--- src/rtl/multicycle_main_control.sv ---
// Multicycle main control FSM: sequences fetch/decode/execute/memory/writeback
// and encodes alu_op for the ALU control decoder. Optional JUMP state under JUMP_EN.
module multicycle_main_control (
    input  logic       clk,
    input  logic       rst_n,
    input  logic [5:0] opcode,
    input  logic       mem_ready,
    output logic       pc_write,
    output logic       pc_write_cond,
    output logic       iord,
    output logic       mem_read,
    output logic       mem_write,
    output logic       ir_write,
    output logic       mem_to_reg,
    output logic       reg_write,
    output logic       reg_dst,
    output logic       ext_zero,
    output logic       alu_src_a,
    output logic [1:0] alu_src_b,
    output logic [1:0] alu_op,
    output logic [1:0] pc_src,
    output logic [3:0] state,
    output logic       illegal_op
);

    localparam logic [5:0] OP_RTYPE = 6'b000000;
    localparam logic [5:0] OP_LW    = 6'b100011;
    localparam logic [5:0] OP_SW    = 6'b101011;
    localparam logic [5:0] OP_BEQ   = 6'b000100;
    localparam logic [5:0] OP_XORI  = 6'b001110;
`ifdef JUMP_EN
    localparam logic [5:0] OP_J     = 6'b000010;
`endif

    localparam logic [3:0] S_FETCH  = 4'd0;
    localparam logic [3:0] S_DECODE = 4'd1;
    localparam logic [3:0] S_MEMADR = 4'd2;
    localparam logic [3:0] S_MEMRD  = 4'd3;
    localparam logic [3:0] S_MEMWB  = 4'd4;
    localparam logic [3:0] S_MEMWR  = 4'd5;
    localparam logic [3:0] S_EXEC   = 4'd6;
    localparam logic [3:0] S_ALUWB  = 4'd7;
    localparam logic [3:0] S_BRANCH = 4'd8;
    localparam logic [3:0] S_XORIEX = 4'd9;
    localparam logic [3:0] S_XORIWB = 4'd10;
`ifdef JUMP_EN
    localparam logic [3:0] S_JUMP   = 4'd11;
`endif

    logic [3:0] state_r;
    logic [3:0] next_state_s;

    logic pc_write_s;
    logic pc_write_cond_s;
    logic mem_read_s;
    logic mem_write_s;
    logic ir_write_s;
    logic reg_write_s;
    logic illegal_op_s;

    // Opcodes this build knows how to sequence.
    function automatic logic op_is_legal(input logic [5:0] op);
        logic legal;
        case (op)
            OP_RTYPE, OP_LW, OP_SW, OP_BEQ, OP_XORI: legal = 1'b1;
`ifdef JUMP_EN
            OP_J:                                    legal = 1'b1;
`endif
            default:                                 legal = 1'b0;
        endcase
        return legal;
    endfunction

    // State register; reset abandons any in-flight instruction.
    always_ff @(posedge clk or negedge rst_n) begin
        if (!rst_n) begin
            state_r <= S_FETCH;
        end else begin
            state_r <= next_state_s;
        end
    end

    // Next-state decode; opcode is only consulted in DECODE and MEMADR.
    always_comb begin
        next_state_s = S_FETCH;
        case (state_r)
            S_FETCH: begin
                if (mem_ready) begin
                    next_state_s = S_DECODE;
                end else begin
                    next_state_s = S_FETCH;
                end
            end
            S_DECODE: begin
                case (opcode)
                    OP_LW, OP_SW: next_state_s = S_MEMADR;
                    OP_RTYPE:     next_state_s = S_EXEC;
                    OP_BEQ:       next_state_s = S_BRANCH;
                    OP_XORI:      next_state_s = S_XORIEX;
`ifdef JUMP_EN
                    OP_J:         next_state_s = S_JUMP;
`endif
                    default:      next_state_s = S_FETCH;
                endcase
            end
            S_MEMADR: begin
                if (opcode == OP_LW) begin
                    next_state_s = S_MEMRD;
                end else if (opcode == OP_SW) begin
                    next_state_s = S_MEMWR;
                end else begin
                    next_state_s = S_FETCH;
                end
            end
            S_MEMRD: begin
                if (mem_ready) begin
                    next_state_s = S_MEMWB;
                end else begin
                    next_state_s = S_MEMRD;
                end
            end
            S_MEMWR: begin
                if (mem_ready) begin
                    next_state_s = S_FETCH;
                end else begin
                    next_state_s = S_MEMWR;
                end
            end
            S_EXEC:   next_state_s = S_ALUWB;
            S_XORIEX: next_state_s = S_XORIWB;
            default:  next_state_s = S_FETCH;
        endcase
    end

    // Moore output decode; FETCH strobes and DECODE illegal_op also see inputs.
    always_comb begin
        pc_write_s      = 1'b0;
        pc_write_cond_s = 1'b0;
        mem_read_s      = 1'b0;
        mem_write_s     = 1'b0;
        ir_write_s      = 1'b0;
        reg_write_s     = 1'b0;
        illegal_op_s    = 1'b0;
        iord            = 1'b0;
        mem_to_reg      = 1'b0;
        reg_dst         = 1'b0;
        ext_zero        = 1'b0;
        alu_src_a       = 1'b0;
        alu_src_b       = 2'b00;
        alu_op          = 2'b00;
        pc_src          = 2'b00;
        case (state_r)
            S_FETCH: begin
                mem_read_s = 1'b1;
                ir_write_s = mem_ready;
                pc_write_s = mem_ready;
                alu_src_b  = 2'b01;
                alu_op     = 2'b10;
            end
            S_DECODE: begin
                alu_src_b    = 2'b11;
                alu_op       = 2'b10;
                illegal_op_s = ~op_is_legal(opcode);
            end
            S_MEMADR: begin
                alu_src_a = 1'b1;
                alu_src_b = 2'b10;
                alu_op    = 2'b10;
            end
            S_MEMRD: begin
                mem_read_s = 1'b1;
                iord       = 1'b1;
            end
            S_MEMWB: begin
                reg_write_s = 1'b1;
                mem_to_reg  = 1'b1;
            end
            S_MEMWR: begin
                mem_write_s = 1'b1;
                iord        = 1'b1;
            end
            S_EXEC: begin
                alu_src_a = 1'b1;
            end
            S_ALUWB: begin
                reg_write_s = 1'b1;
                reg_dst     = 1'b1;
            end
            S_BRANCH: begin
                alu_src_a       = 1'b1;
                alu_op          = 2'b01;
                pc_write_cond_s = 1'b1;
                pc_src          = 2'b01;
            end
            S_XORIEX: begin
                alu_src_a = 1'b1;
                alu_src_b = 2'b10;
                ext_zero  = 1'b1;
                alu_op    = 2'b11;
            end
            S_XORIWB: begin
                reg_write_s = 1'b1;
            end
`ifdef JUMP_EN
            S_JUMP: begin
                pc_write_s = 1'b1;
                pc_src     = 2'b10;
            end
`endif
            default: begin
                pc_write_s = 1'b0;
            end
        endcase
    end

    // Strobes are forced low for as long as reset is held.
    assign pc_write      = pc_write_s      & rst_n;
    assign pc_write_cond = pc_write_cond_s & rst_n;
    assign mem_read      = mem_read_s      & rst_n;
    assign mem_write     = mem_write_s     & rst_n;
    assign ir_write      = ir_write_s      & rst_n;
    assign reg_write     = reg_write_s     & rst_n;
    assign illegal_op    = illegal_op_s    & rst_n;
    assign state         = state_r;

endmodule

--- config.mk ---
export PLATFORM = sky130hd
export DESIGN_NAME = multicycle_main_control
export DESIGN_NICKNAME = d
export VERILOG_FILES = /design/src/rtl/multicycle_main_control.sv
export SDC_FILE = /design/constraint.sdc
export NUM_CORES = 1
export LEC_CHECK = 0
export ABC_AREA = 0
export CAP_MARGIN = 5
export CORE_MARGIN = 3
export CORE_UTILIZATION = 39
export DETAILED_ROUTE_END_ITERATION = 8
export PLACE_DENSITY = 0.83
export SLEW_MARGIN = 20
export SYNTH_ARGS = -nofsm -noshare
export SYNTH_HDL_FRONTEND = slang
export SYNTH_SLANG_ARGS = --single-unit
--- constraint.sdc ---
create_clock -name clk -period 2 [get_ports clk]
set_clock_uncertainty 0.05 [all_clocks]
set_input_delay 0.3 -clock clk [delete_from_list [all_inputs] [get_ports clk]]
set_output_delay 0.3 -clock clk [all_outputs]
set_load 0.02 [all_outputs]
==> results of run 1 <==
[layer usage]
layer	GRT usage, %	vias to the layer above
li1	-	362
met1	25.0	339
met2	42.8	48
met3	5.08	11
met4	12.4	0
met5	0	-
[final cells by class]
class	instances	area share (%)
timing repair buffer	49	43.7
multi-input combinational	62	41.2
sequential	4	10.3
clock buffer	3	2.28
tap	14	1.77
inverter	2	0.760
[critical path: cells and delay by family, from the launching register on]
family	cells	cell delay, ps
flip-flops	1	410
buffers and inverters	2	520
AND/OR/NAND/NOR	3	430
[how the worst max path moves through the flow]
stage	from	end	slack [ps]	cells past startpoint
after floorplan	state[2]	pc_write	90	4
after global placement	opcode[5]	illegal_op	-370	5
after detailed placement	opcode[5]	illegal_op	-490	5
after CTS	opcode[5]	illegal_op	-180	5
after global routing	state[1]	mem_write	-40	4
final	state[2]	mem_read	30	5
[cell usage in the layout, fill, tap and decap left out, types with 4 or more instances in the layout]
| cell | instances |
|---|---|
| nor3_1 | 7 |
| dlymetal6s2s_1 | 4 |
| clkdlybuf4s50_1 | 10 |
| a21oi_1 | 4 |
| dlygate4sd2_1 | 11 |
| buf_4 | 20 |
| nand2b_1 | 4 |
| nor2_1 | 9 |
[kinds of logic after synthesis]
kind of cell           synth area share (%)
AND/OR/NAND/NOR                        45.8
AO/OA/AOI/OAI                          20.5
buffers and inverters                  10.5
flip-flops                             19.1
XOR/XNOR                               3.34
other                                 0.715
[stage by stage]
step | utilization [%] | TNS, ps
after floorplan | - | 0
after global placement | 80.4 | -1010
after detailed placement | 80.4 | -1280
after CTS | 80.8 | -176
after global routing | 83.2 | -77.8
final | 83.2 | 0
[what timing repair did]
| action | CTS | global route |
|---|---|---|
| setup endpoints to repair | 15 | 8 |
| pin swaps | 0 | 1 |
| resized for setup | 16 | 23 |
| hold buffers | 0 | 0 |
[power groups by stage]
stage               combinational (mW)  sequential [mW]  clock (mW)
global route                     0.209           0.0957       0.117
floorplan                       0.0890           0.0963           0
detailed placement               0.196           0.0940           0
global placement                 0.191           0.0933           0
CTS                              0.187           0.0929       0.111
finish                           0.195           0.0944       0.112
==> metrics.txt, run 1 <==
Clock Path Buffers 2; Critical Path RT 1650 ps; part of the power in registers 23.5%; synthesized area 524 um^2; worst path cell trace nor2_1, nand2_1, buf_4, nor3_1, dlygate4sd2_1; DR top layer met4; Startpoint Class flop; Slew Limit Fails 0; Clk pwr share 27.9%; TritonCTS clock tree built; DR DRC count 0; largest net degree at the start of global routing 14; Final setup viols 0; max frequency 508 MHz; synth top area cells dfrtp_1, nor3_1, nor2_1, nand2b_1, buf_2; GRT Total Usage 23.7%; Mapped Nets 85; combinational fraction of design power 48.5%; pre-CTS WS -492 ps; final instance area 987 um^2; Skew-Pair Late Insertion Delay 260 ps; final hold vios 0; reg2reg path depth 5; Largest stage delay, worst path 410 ps; post-synth top area share 19.1%; Root Buffer clkbuf_4; Final Instance Count excl. Fillers 134; Most used DFF post-synth dfrtp_1; Psw 0.155 mW; die area 1820 um^2; Critical Path End Type primary output; vias in the first global route 726; Final WS setup 33.0 ps; htree depth 1; total congestion overflow 0; GP Congestion 0.882; vias per cell 5.67; fill cell count 86; DR vias 760; CTS Sinks 4; Yosys reg bits 4; outcome complete, no violations; min-delay worst type input port to async pin; IO Count 31; Netlist cell types 32; Critical Path Slowest Stage Cell dfrtp_1; fin crit share 98.3%; Post-synth EDFFs 0; Final HPWL DP 1.56 mm; setup bufs post-CTS 0; most numerous cell in the Yosys netlist nor2_1; mean area per synthesized cell 6.90 um^2; Int Pwr 0.246 mW; wire length on met3 153 um; post-layout power 0.401 mW; Routed WL per cell 15.3 um; first-pass GRT wire length 3.26 mm; max reg flops 4; reg2reg setup slack 470 ps; DRT antenna net count 0; Seq/Total Area, Yosys 19.1%; Area Overhead vs Synth 88.3%; clock transition at the registers of the reported paths 50 ps; LEAKAGE 0.503 nW; peak supply drop 0.421 mV; worst r2r src state[1]; Yosys warning count 0; CP Class flop to primary output; Yosys top cell by area dfrtp_1; critical path peak fanout 5; switching share of total power 38.7%; Rows 12; final WL 2.05 mm; routed length on met1 745 um; maxcap violations 0; drt first pass iters 4; crit path DAT 1620 ps; core outline area 1190 um^2; antenna violations before repair 0; initial core utilization 44.2%; commonest cells in the netlist nor2_1, nor3_1, buf_2, nand2b_1; asr flop ratio synth 100%; FF/Latch Area 101 um^2; share of layout cells above drive strength 1 31.7%; Antenna diodes 0; Die Width 42.7 um; multi-input logic area 407 um^2; Port Buffers 29; fin nets 131; DR iter-0 viols 33; shortest period the worst path allows 1970 ps; Die H 42.7 um; Placed Instances 131; PwrDens 406 nW/um^2; Synth Instances 76; cts bufs inserted 3; placed cell area 953 um^2; met2 wire length 1.10 mm; Fin Hold WS 325 ps; Critical R2R Capture state[0]
Power figures use the tool's default switching activity.
==> run 2, diff against run 1 <==
--- a/config.mk
+++ b/config.mk
@@ -6,11 +6,11 @@
 export NUM_CORES = 1
 export LEC_CHECK = 0
 export ABC_AREA = 0
-export CAP_MARGIN = 5
+export CAP_MARGIN = 20
 export CORE_MARGIN = 3
 export CORE_UTILIZATION = 39
 export DETAILED_ROUTE_END_ITERATION = 8
-export PLACE_DENSITY = 0.83
+export PLACE_DENSITY_LB_ADDON = 0.25
 export SLEW_MARGIN = 20
 export SYNTH_ARGS = -nofsm -noshare
 export SYNTH_HDL_FRONTEND = slang
==> run 2 against run 1 <==
Net effect:
- the flow now finishes with violations (setup timing)
- final area fell by 4.1%
- fmax fell by 2.5%
- core utilization fell by 3.4 points
- register-to-register slack gained 60 ps
- critical path depth unchanged
- power fell by 8.3%
- largest cell class unchanged
- sequential power is 2.4% lower
- wire length fell by 17%
- final cell count decreased by 0.75%
- clock-buffer cell count stayed put
- sequential share of layout area increased by 0.30 points
- critical endpoint is now illegal_op
- sequential cell count stayed put
==> metrics.txt, run 2 (synthesis results as in run 1) <==
Clk pwr share 26.4% (-1.5 points); crit path DAT 1670 ps (+50 ps); worst path cell trace clkdlybuf4s50_1, or4b_4, nor2_2, nor4_1, buf_2; post-layout power 0.368 mW (-8.3%); fin crit share 101% (+2.5 points); peak supply drop 0.464 mV (+10%); DRT antenna net count 0 (unchanged); Post-CTS Hold Buffers 0 (unchanged); final WL 1.69 mm (-17%); vias in the first global route 689 (-5.1%); IO Count 31 (unchanged); GRT Total Usage 20.3% (-3.4 points); outcome finished with violations; Clock Path Buffers 2 (unchanged); combinational fraction of design power 48.5% (about the same); Final WS setup -17.1 ps (-50.1 ps); min-delay worst type input port to async pin; failing checks setup timing; Routed WL per cell 12.7 um (-17%); shortest period the worst path allows 2020 ps (+50.1 ps); Startpoint Class input port; Placed Instances 130 (-0.76%); Final setup viols 1 (+1); Largest stage delay, worst path 560 ps (+150 ps); htree depth 1 (unchanged); Int Pwr 0.236 mW (-4.0%); maxcap violations 0 (unchanged); Psw 0.132 mW (-15%); share of layout cells above drive strength 1 24.4% (-7.3 points); Port Buffers 29 (unchanged); setup bufs post-CTS 0 (unchanged); switching share of total power 35.9% (-2.9 points); most common cell after layout, fill and taps aside buf_4; Buf/Inv on CP 2 (unchanged); cts bufs inserted 3 (unchanged); GP Congestion 0.862 (-2.2%); Final Instance Count excl. Fillers 133 (-0.75%); multi-input logic area 380 um^2 (-6.5%); Final HPWL DP 1.39 mm (-11%); TritonCTS clock tree built; PwrDens 388 nW/um^2 (-4.4%); post-layout util 79.9% (-3.4 points); setup_tns -17.1 ps (-17.1 ps); unrepaired setup endpoints after global routing yes; Die Width 42.7 um (unchanged); CP Class input port to primary output; commonest non-fill, non-tap cells in the layout buf_4, dlygate4sd2_1, clkdlybuf4s50_1, nor2_1, nor3_1; Skew-Pair Late Insertion Delay 230 ps (-30 ps); Antenna diodes 0 (unchanged); Root Buffer clkbuf_4; Critical Path RT 1650 ps (about the same); DR vias 720 (-5.3%); Critical Path Slowest Stage Cell or4b_4; CP top delay family simple AND/OR/NAND/NOR gates; part of the power in registers 25.0% (+1.5 points); Area Overhead vs Synth 80.7%; DR iter-0 viols 9 (-73%); Critical Path End Type primary output; critical path peak fanout 3 (-2); initial core utilization 44.2% (unchanged); clock transition at the registers of the reported paths 40 ps (about the same); FF/Latch Area 100 um^2 (-1.2%); Die H 42.7 um (unchanged); final hold vios 0 (unchanged); largest net degree at the start of global routing 10 (-4); DR DRC count 0 (unchanged); Rows 12 (unchanged); Slew Limit Fails 0 (unchanged); CTS Sinks 4 (unchanged); first-pass GRT wire length 2.91 mm (-11%); antenna violations before repair 0 (unchanged); fin nets 130 (-0.76%); core outline area 1190 um^2 (unchanged); fill cell count 108 (+26%); max frequency 496 MHz (-2.5%); vias per cell 5.41 (-4.6%); drt first pass iters 4 (unchanged); LEAKAGE 0.499 nW (-0.79%); die area 1820 um^2 (unchanged); Fin Hold WS 335 ps (+9.07 ps); total congestion overflow 0 (unchanged); max reg flops 4 (unchanged)
## run 2: final timing paths
check	cells past startpoint	startpoint	endpoint	slack, ps
max reg2reg	5	state[0]	state[0]	530
min reg2reg	2	state[2]	state[3]	590
min	2	rst_n	state[3]	330
max	5	opcode[0]	illegal_op	-20
min in group clk	2	state[2]	state[3]	590
max in group asynchronous	2	rst_n	state[1]	1450
## run 2: metrics by stage
stage	setup slack [ps]	cell area, um^2
after detailed placement	-378	933
after global placement	-367	933
after global routing	-68.1	947
after CTS	-152	940
after floorplan	85.4	531
final	-17.1	947
## run 2: power by group through the flow
stage                     combinational [mW]  sequential (mW)  clock, mW
after floorplan                       0.0890           0.0963          0
after global placement                 0.185           0.0925          0
after detailed placement               0.189           0.0928          0
after CTS                              0.180           0.0918      0.102
after global routing                   0.192           0.0931      0.117
final                                  0.178           0.0921     0.0972
## run 2: cell type report
class                      count  area share, %
multi-input combinational     62           40.2
sequential                     4           10.6
tap                           14           1.85
timing repair buffer          48           44.3
inverter                       2          0.793
clock buffer                   3           2.38
## run 2: repair_timing
item                       in CTS  in global routing
setup endpoints to repair      14                  5
pin swaps                       0                  0
gates resized for setup        15                  7
## run 2: routing by layer
layer	up-vias	GRT usage [%]	part of all wire, %
met3	2	2.12	6.8
met4	0	9.94	1.3
met1	328	22.6	40
met2	31	37.1	51
met5	-	0	0
li1	359	-	-
==> run 3, diff against run 2 <==
--- a/config.mk
+++ b/config.mk
@@ -10,6 +10,7 @@
 export CORE_MARGIN = 3
 export CORE_UTILIZATION = 39
 export DETAILED_ROUTE_END_ITERATION = 8
+export HOLD_SLACK_MARGIN = 0.1
 export PLACE_DENSITY_LB_ADDON = 0.25
 export SLEW_MARGIN = 20
 export SYNTH_ARGS = -nofsm -noshare
==> results of run 3 <==
The final DEF is identical to that of run 2; final timing and power are the same.
